**src/rtl/pipe_pkg.sv**
```systemverilog
// Shared definitions for the 5-stage 16-bit pipeline: sequencer state encoding,
// the HLT opcode and the default drain depth.
package pipe_pkg;

    typedef enum logic [1:0] {
        RUN      = 2'b00,
        MEM_WAIT = 2'b01,
        DRAIN    = 2'b10,
        HALTED   = 2'b11
    } state_t;

    localparam logic [3:0] OP_HLT = 4'hF;

    // EX, MEM and WB must retire after HLT leaves ID.
    localparam int DRAIN_CYCLES_DEF = 3;

    function automatic logic is_hlt(input logic [3:0] opcode);
        return opcode == OP_HLT;
    endfunction

endpackage

```
**src/rtl/hazard_detect.sv**
```systemverilog
// Load-use compare between the ID source registers and a load in EX.
// Purely combinational; shared with the forwarding unit.
module hazard_detect (
    input  logic [3:0] id_rs_i,
    input  logic [3:0] id_rt_i,
    input  logic       id_uses_rs_i,
    input  logic       id_uses_rt_i,
    input  logic [3:0] ex_rd_i,
    input  logic       ex_mem_read_i,
    input  logic       ex_write_reg_i,
    output logic       lu_o
);

    logic ex_load_live;
    logic rs_hit;
    logic rt_hit;

    // R0 is hardwired to zero, so a load targeting it never creates a dependency.
    assign ex_load_live = ex_mem_read_i & ex_write_reg_i & (ex_rd_i != 4'd0);
    assign rs_hit       = id_uses_rs_i & (id_rs_i == ex_rd_i);
    assign rt_hit       = id_uses_rt_i & (id_rt_i == ex_rd_i);
    assign lu_o         = ex_load_live & (rs_hit | rt_hit);

endmodule

```
**src/rtl/hazard_ctrl.sv**
```systemverilog
// Pipeline sequencer: load-use bubbles, branch squash, memory-wait freeze and HLT drain.
// Outputs decode combinationally from state and inputs; stall_count saturates.
module hazard_ctrl
    import pipe_pkg::*;
#(
    parameter int DRAIN_CYCLES = DRAIN_CYCLES_DEF,
    parameter int CNT_W        = 16
) (
    input  logic             clk,
    input  logic             rst,
    input  logic [3:0]       id_rs,
    input  logic [3:0]       id_rt,
    input  logic             id_uses_rs,
    input  logic             id_uses_rt,
    input  logic             id_halt,
    input  logic             id_branch_taken,
    input  logic [3:0]       ex_rd,
    input  logic             ex_mem_read,
    input  logic             ex_WriteReg,
    input  logic             mem_req,
    input  logic             mem_done,
    output logic             pc_wen,
    output logic             if_id_stall_n,
    output logic             if_id_flush,
    output logic             id_ex_stall_n,
    output logic             id_ex_flush,
    output logic             ex_mem_stall_n,
    output logic             mem_wb_stall_n,
    output logic             halted,
    output logic [CNT_W-1:0] stall_count
);

    localparam int DW = (DRAIN_CYCLES < 2) ? 1 : $clog2(DRAIN_CYCLES);

    state_t           state_q, state_d;
    state_t           ret_q, ret_d;
    logic [DW-1:0]    drain_cnt_q, drain_cnt_d;
    logic [CNT_W-1:0] stall_cnt_q, stall_cnt_d;

    logic lu;
    logic mw;

    hazard_detect u_detect (
        .id_rs_i        (id_rs),
        .id_rt_i        (id_rt),
        .id_uses_rs_i   (id_uses_rs),
        .id_uses_rt_i   (id_uses_rt),
        .ex_rd_i        (ex_rd),
        .ex_mem_read_i  (ex_mem_read),
        .ex_write_reg_i (ex_WriteReg),
        .lu_o           (lu)
    );

    assign mw = mem_req & ~mem_done;

    always_comb begin
        pc_wen         = 1'b1;
        if_id_stall_n  = 1'b1;
        if_id_flush    = 1'b0;
        id_ex_stall_n  = 1'b1;
        id_ex_flush    = 1'b0;
        ex_mem_stall_n = 1'b1;
        mem_wb_stall_n = 1'b1;
        halted         = 1'b0;

        if (rst) begin
            pc_wen      = 1'b0;
            if_id_flush = 1'b1;
            id_ex_flush = 1'b1;
        end else begin
            unique case (state_q)
                RUN: begin
                    if (mw) begin
                        pc_wen         = 1'b0;
                        if_id_stall_n  = 1'b0;
                        id_ex_stall_n  = 1'b0;
                        ex_mem_stall_n = 1'b0;
                        mem_wb_stall_n = 1'b0;
                    end else if (lu) begin
                        // Hold fetch and decode, inject one bubble into EX.
                        pc_wen        = 1'b0;
                        if_id_stall_n = 1'b0;
                        id_ex_flush   = 1'b1;
                    end else if (id_halt) begin
                        pc_wen      = 1'b0;
                        if_id_flush = 1'b1;
                    end else if (id_branch_taken) begin
                        if_id_flush = 1'b1;
                    end
                end
                MEM_WAIT: begin
                    if (!mem_done) begin
                        pc_wen         = 1'b0;
                        if_id_stall_n  = 1'b0;
                        id_ex_stall_n  = 1'b0;
                        ex_mem_stall_n = 1'b0;
                        mem_wb_stall_n = 1'b0;
                    end else if (ret_q == DRAIN) begin
                        pc_wen      = 1'b0;
                        if_id_flush = 1'b1;
                    end else if (lu) begin
                        pc_wen        = 1'b0;
                        if_id_stall_n = 1'b0;
                        id_ex_flush   = 1'b1;
                    end
                end
                DRAIN: begin
                    pc_wen      = 1'b0;
                    if_id_flush = 1'b1;
                    if (mw) begin
                        if_id_stall_n  = 1'b0;
                        id_ex_stall_n  = 1'b0;
                        ex_mem_stall_n = 1'b0;
                        mem_wb_stall_n = 1'b0;
                    end
                end
                HALTED: begin
                    halted         = 1'b1;
                    pc_wen         = 1'b0;
                    if_id_stall_n  = 1'b0;
                    id_ex_stall_n  = 1'b0;
                    ex_mem_stall_n = 1'b0;
                    mem_wb_stall_n = 1'b0;
                end
                default: ;
            endcase
        end
    end

    always_comb begin
        state_d     = state_q;
        ret_d       = ret_q;
        drain_cnt_d = drain_cnt_q;
        stall_cnt_d = stall_cnt_q;

        unique case (state_q)
            RUN: begin
                if (mw) begin
                    ret_d   = RUN;
                    state_d = MEM_WAIT;
                end else if (!lu && id_halt) begin
                    drain_cnt_d = DW'(DRAIN_CYCLES - 1);
                    state_d     = DRAIN;
                end
            end
            MEM_WAIT: begin
                if (mem_done) begin
                    state_d = ret_q;
                end
            end
            DRAIN: begin
                if (mw) begin
                    ret_d   = DRAIN;
                    state_d = MEM_WAIT;
                end else if (drain_cnt_q <= DW'(1)) begin
                    drain_cnt_d = '0;
                    state_d     = HALTED;
                end else begin
                    drain_cnt_d = drain_cnt_q - DW'(1);
                end
            end
            HALTED: ;
            default: state_d = RUN;
        endcase

        // Only fetch stalls caused by hazards or memory count; drain and halt do not.
        if ((state_q == RUN || state_q == MEM_WAIT) && !pc_wen && (stall_cnt_q != '1)) begin
            stall_cnt_d = stall_cnt_q + CNT_W'(1);
        end
    end

    always_ff @(posedge clk) begin
        if (rst) begin
            state_q     <= RUN;
            ret_q       <= RUN;
            drain_cnt_q <= '0;
            stall_cnt_q <= '0;
        end else begin
            state_q     <= state_d;
            ret_q       <= ret_d;
            drain_cnt_q <= drain_cnt_d;
            stall_cnt_q <= stall_cnt_d;
        end
    end

    assign stall_count = stall_cnt_q;

endmodule

```
**config.mk**
```make
export PLATFORM = sky130hd
export DESIGN_NAME = hazard_ctrl
export DESIGN_NICKNAME = d
export VERILOG_FILES = /design/src/rtl/pipe_pkg.sv /design/src/rtl/hazard_detect.sv /design/src/rtl/hazard_ctrl.sv
export SDC_FILE = /design/constraint.sdc
export NUM_CORES = 1
export LEC_CHECK = 0
export BUFFER_PORTS_ARGS = -buffer_cell sky130_fd_sc_hd__buf_2
export CAP_MARGIN = 0
export CORE_AREA = 4 4 60 62
export DETAILED_ROUTE_END_ITERATION = 12
export DIE_AREA = 0 0 64 66
export GPL_TIMING_DRIVEN = 0
export PLACE_DENSITY = 0.76
export SYNTH_ARGS = -nofsm -noshare
export SYNTH_HDL_FRONTEND = slang
export SYNTH_HIERARCHICAL = 1
export SYNTH_SLANG_ARGS = --single-unit
```
**constraint.sdc**
```tcl
create_clock -name clk -period 2.4 [get_ports clk]
set_clock_uncertainty 0.05 [all_clocks]
set_input_delay 0.24 -clock clk [delete_from_list [all_inputs] [get_ports clk]]
set_output_delay 0.24 -clock clk [all_outputs]
set_load 0.005 [all_outputs]
```
==> flow_summary.json <==
{
  "synth_top_cells_by_count": "dfxtp_1 (21), a21oi_1 (15), nand2_1 (13), nor2_1 (13)",
  "yosysSeqAreaShare": 0.282,
  "viasPerCell": 5.49,
  "globalRouteOverflowTotal": 0,
  "nNetsFinal": 260,
  "post-route-drc-count": 0,
  "top_usage_layer": "met2",
  "max_freq_ghz": 0.438,
  "clockRootBuffer": "clkbuf_4",
  "ctsResizeCount": 2,
  "rsz0062_at_grt": "false",
  "die_x_um": 64,
  "r2r_start": "state_q[0]",
  "power_frac_seq": 0.324,
  "cts-hold-fix-buffers": 0,
  "rows": 20,
  "drt_first_iter_violations": 57,
  "grt_max_degree": 13,
  "p_leak_nw": 0.762,
  "p_clk_frac": 0.126,
  "finalSetupViolCount": 0,
  "synth_area_leaders": "dfxtp_1 (28%), ha_1 (5.9%), a21oi_1 (5.0%)",
  "yosysMostFrequentCell": "dfxtp_1",
  "slew_violations": 0,
  "power_mw": 1.36,
  "switching_power_uw": 568,
  "slew_headroom": 0.678,
  "syn-instance-count": 181,
  "cp-endpoint": "id_ex_stall_n",
  "drive_above_1_share": 0.291,
  "hp-start": "rst",
  "vdd_drop_max_uv": 601,
  "ys_ff_latch": 21,
  "post-cts-setup-buffers": 0,
  "async_flop_share": 0,
  "internal_power_uw": 789,
  "ys.warnings.count": 6,
  "wirelength_mm": 3.61,
  "numClockSinks": 21,
  "clock_path_buffers": 2,
  "regToRegEndpoint": "stall_count[15]",
  "fin_crit_sh": 0.950,
  "clk_latency_ps": 310,
  "initial_core_util": 0.492,
  "avgSynthCellArea_um2": 8.23,
  "cts_buffers": 3,
  "synth_edf_count": 0,
  "period_minus_slack_ps": 2280,
  "finalNonFillerCells": 274,
  "worstSetupStartpointType": "flip-flop",
  "hold_violations": 0,
  "power-per-cell-area_nw_per_um2": 751,
  "swShare": 0.418,
  "reg2regPathDepth": 8,
  "grtUsageMet1": 0.215,
  "use_met3": 0.0459,
  "hp-class": "in -> reg",
  "use_met2": 0.314,
  "final_antenna_net_count": 0,
  "end_kind": "primary output",
  "crit_start": "state_q[0]",
  "final_util": 0.597,
  "drv_cap": 0,
  "cts_tree": "done",
  "critPathRequiredTime_ps": 2110,
  "r2r_slack_ps": 310,
  "dp_slack_ps": -91.9,
  "grt_usage": 0.178,
  "routedWlPerCell_um": 13.2,
  "synthesis.nets": 210,
  "grt_pass1_vias": 1432,
  "drtPass1Iterations": 7,
  "worst_pin_slew_ps": 483,
  "clk_pin_slew_ps": 130,
  "coreArea_um2": 3030,
  "dp_hpwl_mm": 2.84,
  "synth_top_area_cell": "dfxtp_1",
  "synth_top_cell_area_share": 0.282,
  "die_area_um2": 4220,
  "grt_pass1_wl_mm": 6.16,
  "netlist_area_um2": 1490,
  "crit_fanout": 10,
  "synth_cell_types": 43,
  "diodes": 0,
  "worst_slack_ps": 119,
  "portBuffers": 45,
  "io_pins": 46,
  "crit_type": "reg -> out",
  "antenna_found_initial": 0,
  "die_y_um": 66,
  "worstPathArrival_ps": 1990,
  "area_delta_synth_final_pct": 21.3,
  "htree_levels": 1,
  "outcome": "complete, no violations",
  "synth_flop_cell": "dfxtp_1",
  "dp.cells": 270,
  "num_vias": 1505,
  "gp_congestion": 0.881,
  "combPwrFrac": 0.550
}
==> worst min-delay path by stage <==
stage	slack [ps]	endpoint	depth (start not counted)
after floorplan	360	stall_count[13]	2
after global placement	400	drain_cnt_q[0]	2
after detailed placement	410	drain_cnt_q[0]	2
after CTS	230	stall_count[13]	3
after global routing	260	stall_count[15]	3
final	250	stall_count[15]	3
==> critical path, stage by stage, from the launching register on <==
cell and delay [ps]:
dfxtp_4 380, inv_1 70, ha_2 220, buf_4 170, or3_1 370, o21ai_0 90, nand2_1 100, buf_4 160
buf_2 110
==> per-layer routing <==
layer  wire length, um  up-vias
met1              1570      681
met5                 0        -
met2              1850       42
li1                  -      780
met4                15        0
met3               173        2
==> through the flow <==
stage,TNS (ps),hold WS (ps),cell area (um^2)
6_report,0,247,1810
5_1_grt,0,256,1810
4_1_cts,0,233,1800
3_5_place_dp,-417,407,1770
3_3_place_gp,-731,402,1770
2_1_floorplan,0,365,1490
==> cell usage in the layout (no fill, tap or decap), types with 3 or more instances in the layout <==
| master | netlist | final |
|---|---|---|
| or4_1 | 7 | 7 |
| o21ai_0 | 8 | 8 |
| ha_1 | 7 | 6 |
| clkbuf_4 | 0 | 3 |
| nand4_1 | 3 | 3 |
| dfxtp_1 | 21 | 19 |
| nand3_1 | 9 | 9 |
| or3_1 | 5 | 5 |
| a21oi_1 | 15 | 15 |
| nor4_1 | 3 | 3 |
| o311ai_0 | 4 | 4 |
| clkbuf_1 | 3 | 3 |
| xor2_1 | 6 | 6 |
| a211oi_1 | 3 | 3 |
| buf_2 | 2 | 46 |
| nor2b_1 | 6 | 6 |
| o41ai_1 | 4 | 4 |
| nand2_1 | 13 | 13 |
| o31ai_1 | 6 | 6 |
| nor2_1 | 13 | 13 |
| nor3_1 | 3 | 3 |
| mux2_2 | 3 | 3 |
| inv_1 | 9 | 9 |
| buf_4 | 2 | 3 |
==> kinds of logic (layout without fill, tap and decap cells) <==
logic type	Yosys count	after routing	share of synthesized area
flip-flops	21	21	0.282
adder cells (fa/ha/maj)	7	7	0.0588
AND/OR/NAND/NOR	74	74	0.288
multiplexers	5	5	0.0361
buffers and inverters	18	67	0.0622
AO/OA/AOI/OAI	48	48	0.225
XOR/XNOR	8	8	0.0471
==> cell type report <==
type                       count  area (um^2)
multi-input combinational    142          978
fill                         298         1220
sequential                    21          425
clock inverter                 1         5.00
inverter                       9         33.8
timing repair buffer          45          225
clock buffer                   3         22.5
buffer                         9         61.3
tap                           44         55.1
==> registers in the layout (all words and copies together) (netlist names) <==
signal       count
drain_cnt_q      2
ret_q            1
stall_count     16
state_q          2
==> power groups by stage <==
stage | logic [mW] | clock network, mW | registers (mW)
CTS | 0.729 | 0.184 | 0.436
finish | 0.746 | 0.171 | 0.440
floorplan | 0.539 | 0 | 0.434
global placement | 0.713 | 0 | 0.440
detailed placement | 0.726 | 0 | 0.441
global route | 0.839 | 0.200 | 0.448
(Power assumes the default switching activity.)
